[src/rtl/divisor_if.sv]
// Operand/result bundle for the sequential signed divider.
interface divisor_if #(
  parameter int WIDTH = 8
);
  logic [WIDTH-1:0] A;
  logic [WIDTH-1:0] B;
  logic [WIDTH-1:0] Cociente;
  logic [WIDTH-1:0] Residuo;

  modport master (output A, output B, input Cociente, input Residuo);
  modport slave  (input A, input B, output Cociente, output Residuo);
endinterface

[src/rtl/divisor.sv]
// Free-running signed restoring divider: LOAD (1) -> CALC (WIDTH) -> DONE (1).
// state | meaning
// LOAD  | sample A/B, record signs, form magnitudes, clear remainder/counter
// CALC  | one restoring quotient bit per cycle, MSB first
// DONE  | apply signs and divide-by-zero override, register outputs
module divisor #(
  parameter int WIDTH = 8
) (
  input  logic      clk,
  input  logic      rst,
  divisor_if.slave  dif
);
  localparam int CW = (WIDTH > 1) ? $clog2(WIDTH) : 1;

  typedef enum logic [1:0] {
    LOAD = 2'd0,
    CALC = 2'd1,
    DONE = 2'd2
  } state_t;

  state_t           state_q;
  logic [CW-1:0]    cnt_q;
  logic [WIDTH-1:0] a_q;
  logic [WIDTH-1:0] dvd_q;
  logic [WIDTH:0]   rem_q;
  logic [WIDTH:0]   abs_b_q;
  logic             sign_q_q;
  logic             sign_r_q;
  logic [WIDTH-1:0] coc_q;
  logic [WIDTH-1:0] res_q;

  logic [WIDTH-1:0] abs_a;
  logic [WIDTH:0]   abs_b;
  logic [WIDTH+1:0] trial;
  logic [WIDTH-1:0] coc_d;
  logic [WIDTH-1:0] res_d;

  // -MIN is representable as an unsigned WIDTH-bit magnitude.
  assign abs_a = dif.A[WIDTH-1] ? (~dif.A + 1'b1) : dif.A;
  assign abs_b = {1'b0, (dif.B[WIDTH-1] ? (~dif.B + 1'b1) : dif.B)};

  // Borrow out of the top bit marks a failed trial subtraction.
  assign trial = {rem_q, dvd_q[WIDTH-1]} - {1'b0, abs_b_q};

  always_comb begin
    coc_d = sign_q_q ? (~dvd_q + 1'b1) : dvd_q;
    res_d = sign_r_q ? (~rem_q[WIDTH-1:0] + 1'b1) : rem_q[WIDTH-1:0];
    if (abs_b_q == '0) begin
      coc_d = '1;
      res_d = a_q;
    end
  end

  always_ff @(posedge clk or negedge rst) begin
    if (!rst) begin
      state_q  <= LOAD;
      cnt_q    <= '0;
      a_q      <= '0;
      dvd_q    <= '0;
      rem_q    <= '0;
      abs_b_q  <= '0;
      sign_q_q <= 1'b0;
      sign_r_q <= 1'b0;
      coc_q    <= '0;
      res_q    <= '0;
    end else begin
      case (state_q)
        LOAD: begin
          a_q      <= dif.A;
          dvd_q    <= abs_a;
          abs_b_q  <= abs_b;
          sign_q_q <= dif.A[WIDTH-1] ^ dif.B[WIDTH-1];
          sign_r_q <= dif.A[WIDTH-1];
          rem_q    <= '0;
          cnt_q    <= '0;
          state_q  <= CALC;
        end
        CALC: begin
          if (!trial[WIDTH+1]) begin
            rem_q <= trial[WIDTH:0];
            dvd_q <= {dvd_q[WIDTH-2:0], 1'b1};
          end else begin
            rem_q <= {rem_q[WIDTH-1:0], dvd_q[WIDTH-1]};
            dvd_q <= {dvd_q[WIDTH-2:0], 1'b0};
          end
          cnt_q <= cnt_q + 1'b1;
          if (cnt_q == CW'(WIDTH - 1)) state_q <= DONE;
        end
        DONE: begin
          coc_q   <= coc_d;
          res_q   <= res_d;
          state_q <= LOAD;
        end
        default: state_q <= LOAD;
      endcase
    end
  end

  assign dif.Cociente = coc_q;
  assign dif.Residuo  = res_q;
endmodule

[src/flat_wrapper.sv]
// flat-port wrapper written by rule: the top's interface ports become plain ports
module divisor_flat 
#(
  parameter int WIDTH = 8
)
  (clk, rst, dif_A, dif_B, dif_Cociente, dif_Residuo);
  divisor_if #(.WIDTH(WIDTH)) dif_i ();
  input  logic clk;
  input  logic rst;
  input wire logic [$bits(dif_i.A)-1:0] dif_A;
  input wire logic [$bits(dif_i.B)-1:0] dif_B;
  output wire logic [$bits(dif_i.Cociente)-1:0] dif_Cociente;
  output wire logic [$bits(dif_i.Residuo)-1:0] dif_Residuo;
  assign dif_i.A = dif_A;
  assign dif_i.B = dif_B;
  assign dif_Cociente = dif_i.Cociente;
  assign dif_Residuo = dif_i.Residuo;
  divisor #(.WIDTH(WIDTH)) u_core (.clk(clk), .rst(rst), .dif(dif_i));
endmodule
[config.mk]
export PLATFORM = sky130hd
export DESIGN_NAME = divisor_flat
export DESIGN_NICKNAME = d
export VERILOG_FILES = /design/src/rtl/divisor_if.sv /design/src/rtl/divisor.sv /design/src/flat_wrapper.sv
export SDC_FILE = /design/constraint.sdc
export NUM_CORES = 1
export LEC_CHECK = 0
export BUFFER_PORTS_ARGS = -buffer_cell sky130_fd_sc_hd__buf_2
export CORE_MARGIN = 3
export CORE_UTILIZATION = 30
export CTS_CLUSTER_DIAMETER = 80
export DETAILED_ROUTE_END_ITERATION = 12
export HOLD_SLACK_MARGIN = 0.12
export PLACE_DENSITY = 0.47
export SETUP_SLACK_MARGIN = 0.15
export SYNTH_ARGS = -nofsm -noshare
export SYNTH_HDL_FRONTEND = slang
export SYNTH_SLANG_ARGS = --single-unit
[constraint.sdc]
create_clock -name clk -period 5.1 [get_ports clk]
set_clock_uncertainty 0.2 [all_clocks]
set_input_delay 0.255 -clock clk [delete_from_list [all_inputs] [get_ports clk]]
set_output_delay 0.255 -clock clk [all_outputs]
set_load 0.05 [all_outputs]
==> results by group, run 1 <==
Power and ir drop
  – Leak: 1.70 nW
  – Total Power: 1.97 mW
  – VDD IR max: 0.000251 V
  – Pwr Density: 508 nW/um2

Setup path
  – CP Launch Type: flop
  – Reg2reg end: u_core.rem_q[3]$_DFFE_PN0P_
  – Worst Setup EP: u_core.rem_q[3]$_DFFE_PN0P_
  – CP max FO: 11
  – Required @ worst endpoint: 5090 ps
  – Reg-to-reg setup timing slack: 2380 ps
  – Worst r2r src: u_core.rem_q[6]$_DFFE_PN0P_
  – CP Capture Type: flop
  – Setup crit start: u_core.rem_q[6]$_DFFE_PN0P_
  – Setup CP Type: reg2reg
  – Worst Path Arrival: 2710 ps
  – Reg2reg path depth: 6

Drt
  – DRT iter0 DRCs: 215
  – Vias: 2644
  – Final wirelength: 7.92 mm
  – DR DRC count: 0
  – Via density: 4.99
  – TritonRoute pass-1 iters: 4
  – Avg WL per Cell: 14.9 um
  – Post-route ant nets: 0

STA
  – Fmax achieved: 368 MHz
  – Min Clock Period, post-route: 2720 ps
  – Slew HR: 30.8%
  – Final setup TNS: 0 ps
  – Final slew viol count: 0
  – Final Hold Fails: 0
  – Final setup fails: 0
  – Final Cycle Share: 53.3%
  – Unrepaired setup endpoints after global routing: false
  – Measured slew at the worst slew-check pin: 1040 ps

Clocking
  – Clock sink count: 55
  – Clk root buf: clkbuf_8
  – CTS clk-pin slew, worst paths: 100 ps
  – Cts repair resizes: 0
  – CTS tree: yes
  – Worst skew pair latency: 310 ps
  – CTS buffer count: 5
  – Htree depth: 2
  – Clock Path Buffers: 2

Floorplan
  – Site Rows: 37
  – Initial Utilization: 31.5%
  – Die area: 12400 um2
  – Die height: 111 um
  – Die X-Extent: 111 um
  – Core area: 10600 um2
  – Ports: 34

Logic synthesis
  – Synth warnings: 0
  – Synth Flop Type: dfrtp_1
  – Synth Register Bits: 55
  – Library cells used by synthesis: 47
  – Synth Cell Area: 3330 um2
  – Post-Syn Area per Cell: 9.34 um2
  – Ys async rst share: 100%
  – Register area share after synthesis: 41.4%
  – Post-synthesis cell count: 356
  – EDFF count, synth: 0
  – Total nets after synthesis: 389

Placement
  – Port Buffer Count: 33
  – DP HPWL: 5.44 mm
  – Placed Cells: 506
  – Gp weighted congestion: 0.809
  – Post-DP Area: 3590 um2

Flow run
  – Max Cap Viol: 0

Layout
  – Commonest non-fill, non-tap cell in the layout: dfrtp_1
  – Fraction of layout cells with a size suffix above 1: 15.2%
  – Number of diodes: 0
  – Commonest non-fill, non-tap cells in the layout: dfrtp_1 (55), nand2_1 (39), buf_2 (33), nor2_1 (25), a21oi_1 (22)
  – Final instance area: 3880 um2
  – Layout Utilization: 36.7%
  – Area Overhead vs Synth: 16.6%
  – Final #Nets: 426
  – Fin cells: 530
  – Filler cell count: 1080

Outcome
  – Status: finished clean

Hold path
  – Min-Delay Path Class: in2reg

Global routing
  – Total GRT Usage: 13.4%
  – First-pass GRT wire length: 13.7 mm
  – Pin count of the biggest net entering global routing: 56
  – Initial antenna violation count: 0
  – Vias in the first global route: 2627
  – GRT overflow: 0
[layer usage]
layer,share of wire (%),routed length [um],vias up,global-route usage (%)
li1,-,-,1322,-
met1,50,3940,1251,19.0
met2,45,3540,62,21.2
met3,4.0,319,9,2.35
met4,1.5,122,0,3.57
met5,0,0,-,0
[per-stage QoR]
stage,hold slack (ps),setup WS (ps)
2_1_floorplan,-241,2830
3_3_place_gp,256,2470
3_5_place_dp,258,2430
4_1_cts,151,2400
5_1_grt,178,2210
6_report,180,2380
[cell type report]
| class | instances | area [um2] | area share (%) |
|---|---|---|---|
| clock buffers | 6 | 72.6 | 1.87 |
| clock inverters | 2 | 60.1 | 1.55 |
| inverters | 19 | 71.3 | 1.84 |
| multi-input cells | 259 | 1770 | 45.7 |
| flip-flops and latches | 55 | 1380 | 35.5 |
| well taps | 136 | 170 | 4.39 |
| repair buffers | 53 | 355 | 9.16 |
[synthesized netlist by cell type, types with 3 or more instances]
master | count | area share (%)
ha_1 | 14 | 5.3
xnor2_1 | 16 | 4.2
o21ai_1 | 5 | 0.75
o311ai_2 | 3 | 1.5
nor4_1 | 3 | 0.56
buf_2 | 3 | 0.45
a21oi_1 | 22 | 3.3
nand4_1 | 3 | 0.56
nand2_1 | 39 | 4.4
mux2i_1 | 11 | 3.3
or3_1 | 4 | 0.75
o31ai_1 | 9 | 2.0
and2_1 | 6 | 1.1
nor3_1 | 3 | 0.45
inv_1 | 19 | 2.1
xor2_1 | 12 | 3.2
nor2_1 | 25 | 2.8
nand2b_1 | 6 | 1.1
mux2_2 | 9 | 3.0
o21ai_0 | 19 | 2.9
dfrtp_1 | 55 | 41
clkbuf_1 | 16 | 1.8
a21o_1 | 3 | 0.68
o211ai_1 | 5 | 1.1
nand3_1 | 4 | 0.60
a31oi_1 | 8 | 1.5
a311o_1 | 3 | 0.90
nor2b_1 | 6 | 1.1
[critical path: stages (launching register included)]
cell	delay (ps)
dfrtp_1	470
ha_1	400
a211oi_2	200
o211ai_1	130
or3_1	490
and2_1	380
a311o_1	320
[power breakdown]
part	switching, mW	internal [mW]	leakage, nW
Clock	0.149	0.197	0.0654
Combinational	0.572	0.336	0.974
Sequential	0.155	0.563	0.659
[cells by family after synthesis]
group | Yosys count | synth area share (%)
simple gates | 105 | 15.1
mux | 20 | 6.36
buf+inv | 42 | 5.30
fa+ha+maj | 15 | 5.87
compound gates | 91 | 18.6
xor+xnor | 28 | 7.37
flops | 55 | 41.4
[state kept, by name (all words and copies together), names as in the netlist]
register / flops
u_core.a_q: 7
u_core.sign_q_q: 1
u_core.rem_q: 9
u_core.sign_r_q: 1
u_core.abs_b_q: 8
u_core.dif.Residuo: 8
u_core.dif.Cociente: 8
u_core.state_q: 2
u_core.cnt_q: 3
u_core.dvd_q: 8
[worst min path at each step]
stage	from	to	slack (ps)	depth (start not counted)
2_1_floorplan	rst	u_core.a_q[0]$_DFFE_PN0P_	-240	0
3_3_place_gp	u_core.dif.Residuo[0]$_DFFE_PN0N_	u_core.dif.Residuo[0]$_DFFE_PN0N_	260	2
3_5_place_dp	rst	u_core.cnt_q[1]$_DFFE_PN0P_	260	2
4_1_cts	dif_A[7]	u_core.sign_r_q$_DFFE_PN0P_	150	2
5_1_grt	dif_A[7]	u_core.sign_r_q$_DFFE_PN0P_	180	2
6_report	dif_A[7]	u_core.sign_r_q$_DFFE_PN0P_	180	2
[what timing repair did]
item / 4_1_cts / 5_1_grt
buffers inserted: 0 / 0
hold buffers: 16 / 0
endpoints found under the hold margin: 70 / 0
Note: power is estimated with default switching activity, not from simulation.
==> inputs of run 2 (changes only) <==
==> constraint.sdc (replaced) <==
create_clock -name clk -period 2.7 [get_ports clk]
set_clock_uncertainty 0.2 [all_clocks]
set_input_delay 0.135 -clock clk [delete_from_list [all_inputs] [get_ports clk]]
set_output_delay 0.135 -clock clk [all_outputs]
set_load 0.05 [all_outputs]
==> results by group, run 2 (synthesized netlist as in run 1, its figures left out) <==
Outcome
  – Status: finished clean

Floorplan
  – Ports: 34
  – Site Rows: 37
  – Die height: 111 um
  – Core area: 10600 um2
  – Die X-Extent: 111 um
  – Die area: 12400 um2
  – Initial Utilization: 31.5%

STA
  – Final slew viol count: 0
  – Fmax achieved: 420 MHz
  – Final Cycle Share: 88.2%
  – Final setup TNS: 0 ps
  – Final Hold Fails: 0
  – WHS: 134 ps
  – Min Clock Period, post-route: 2380 ps
  – Final setup fails: 0
  – Slew HR: 50.7%
  – Unrepaired setup endpoints after global routing: false
  – Measured slew at the worst slew-check pin: 737 ps

Clocking
  – Htree depth: 2
  – Clk root buf: clkbuf_8
  – CTS buffer count: 5
  – CTS tree: yes
  – Setup bufs post-CTS: 0
  – CTS clk-pin slew, worst paths: 110 ps
  – Clock sink count: 55
  – Clock Path Buffers: 2
  – Worst skew pair latency: 320 ps

Drt
  – Avg WL per Cell: 14.5 um
  – Via density: 4.93
  – DR DRC count: 0
  – DRT iter0 DRCs: 148
  – Vias: 2714
  – Final wirelength: 8.00 mm
  – Post-route ant nets: 0
  – TritonRoute pass-1 iters: 4

Layout
  – Fin cells: 551
  – Largest Register: u_core.rem_q
  – Area of the multi-input gates: 1790 um2
  – Final instance area: 4060 um2
  – Final #Nets: 447
  – Fraction of layout cells with a size suffix above 1: 19.5%
  – Max reg flops: 9
  – Total area of sequential cells: 1380 um2
  – Area Overhead vs Synth: 22.0%
  – Filler cell count: 1079
  – Commonest non-fill, non-tap cells in the layout: dfrtp_1 (54), nand2_1 (39), buf_2 (33), nor2_1 (25), dlygate4sd3_1 (23)
  – Commonest non-fill, non-tap cell in the layout: dfrtp_1
  – Number of diodes: 0

Global routing
  – Initial antenna violation count: 0
  – Total GRT Usage: 13.7%
  – GRT overflow: 0
  – Pin count of the biggest net entering global routing: 26
  – First-pass GRT wire length: 14.0 mm
  – Vias in the first global route: 2782

Setup path
  – CP Capture Type: flop
  – CP Launch Type: flop
  – Setup CP Type: reg2reg
  – Required @ worst endpoint: 2700 ps
  – Worst Path Arrival: 2380 ps
  – CP max FO: 4

Hold path
  – Min-Delay Path Class: in2async

Placement
  – Gp weighted congestion: 0.792
  – Placed Cells: 520
  – Port Buffer Count: 33
  – DP HPWL: 5.84 mm
  – Post-DP Area: 3690 um2

Flow run
  – Max Cap Viol: 0

Power and ir drop
  – Leak: 1.79 nW
  – Pwr Density: 932 nW/um2
  – VDD IR max: 0.000480 V
  – Total Power: 3.78 mW
[run 2: cell types whose count changed in the layout (fill, tap and decap cells not counted), sizes merged]
cell         change
buf             +14
clkinv           +1
dlygate4sd3      +7
bufinv           -1
[run 2: stage by stage]
stage,utilization (%),worst slack [ps]
2_1_floorplan,-,429
3_3_place_gp,35.0,101
3_5_place_dp,35.0,128
4_1_cts,38.3,194
5_1_grt,38.4,157
6_report,38.4,319
[run 2: final timing paths]
kind / to / startpoint / slack (ps) / cells past startpoint
min in group clk: u_core.dif.Residuo[6]$_DFFE_PN0N_ / u_core.dif.Residuo[6]$_DFFE_PN0N_ / 290 / 2
hold reg to reg: u_core.dif.Residuo[6]$_DFFE_PN0N_ / u_core.dif.Residuo[6]$_DFFE_PN0N_ / 290 / 2
max in group asynchronous: u_core.rem_q[7]$_DFFE_PN0P_ / rst / 1040 / 3
hold / removal: u_core.dif.Cociente[3]$_DFFE_PN0N_ / rst / 130 / 3
setup reg to reg: u_core.rem_q[8]$_DFFE_PN0P_ / u_core.dvd_q[7]$_DFFE_PN0P_ / 320 / 9
setup / recovery: u_core.rem_q[8]$_DFFE_PN0P_ / u_core.dvd_q[7]$_DFFE_PN0P_ / 320 / 9
[run 2: cell type report]
class,instances,share of cell area (%)
Tap cell,136,4.19
Sequential cell,55,34.0
Multi-Input combinational cell,259,44.1
Timing Repair Buffer,74,13.1
Clock buffer,6,2.04
Inverter,19,1.76
Clock inverter,2,0.864
[run 2: worst max-delay path, cell delays in order (launching register included)]
cell      delay, ps
dfrtp_1         380
inv_2           110
ha_1            180
inv_1            50
fa_1            400
a21o_1          200
a221oi_2        300
o21ai_1         130
a32oi_1         210
o211ai_1        110
[run 2: what timing repair did]
action / in CTS / in global routing
hold buffers: 23 / 0
resized for setup: 2 / 6
setup endpoints to repair: 2 / 8
hold endpoints to repair: 76 / 0
[run 2: power breakdown]
| group | switching, mW | total (mW) | leakage, nW | internal (mW) |
|---|---|---|---|---|
| Clock | 0.286 | 0.587 | 0.0612 | 0.301 |
| Combinational | 1.16 | 1.90 | 1.07 | 0.741 |
| Sequential | 0.227 | 1.29 | 0.658 | 1.07 |
[run 2: per-layer routing]
layer  part of all wire (%)  routed length (um)  vias up  global-route usage, %
met5                      0                   0        -                      0
met4                    1.3                 102        0                   3.65
met3                    3.7                 294        6                   2.40
met2                     46                3700       50                   22.2
met1                     49                3900     1288                   18.9
li1                       -                   -     1370                      -
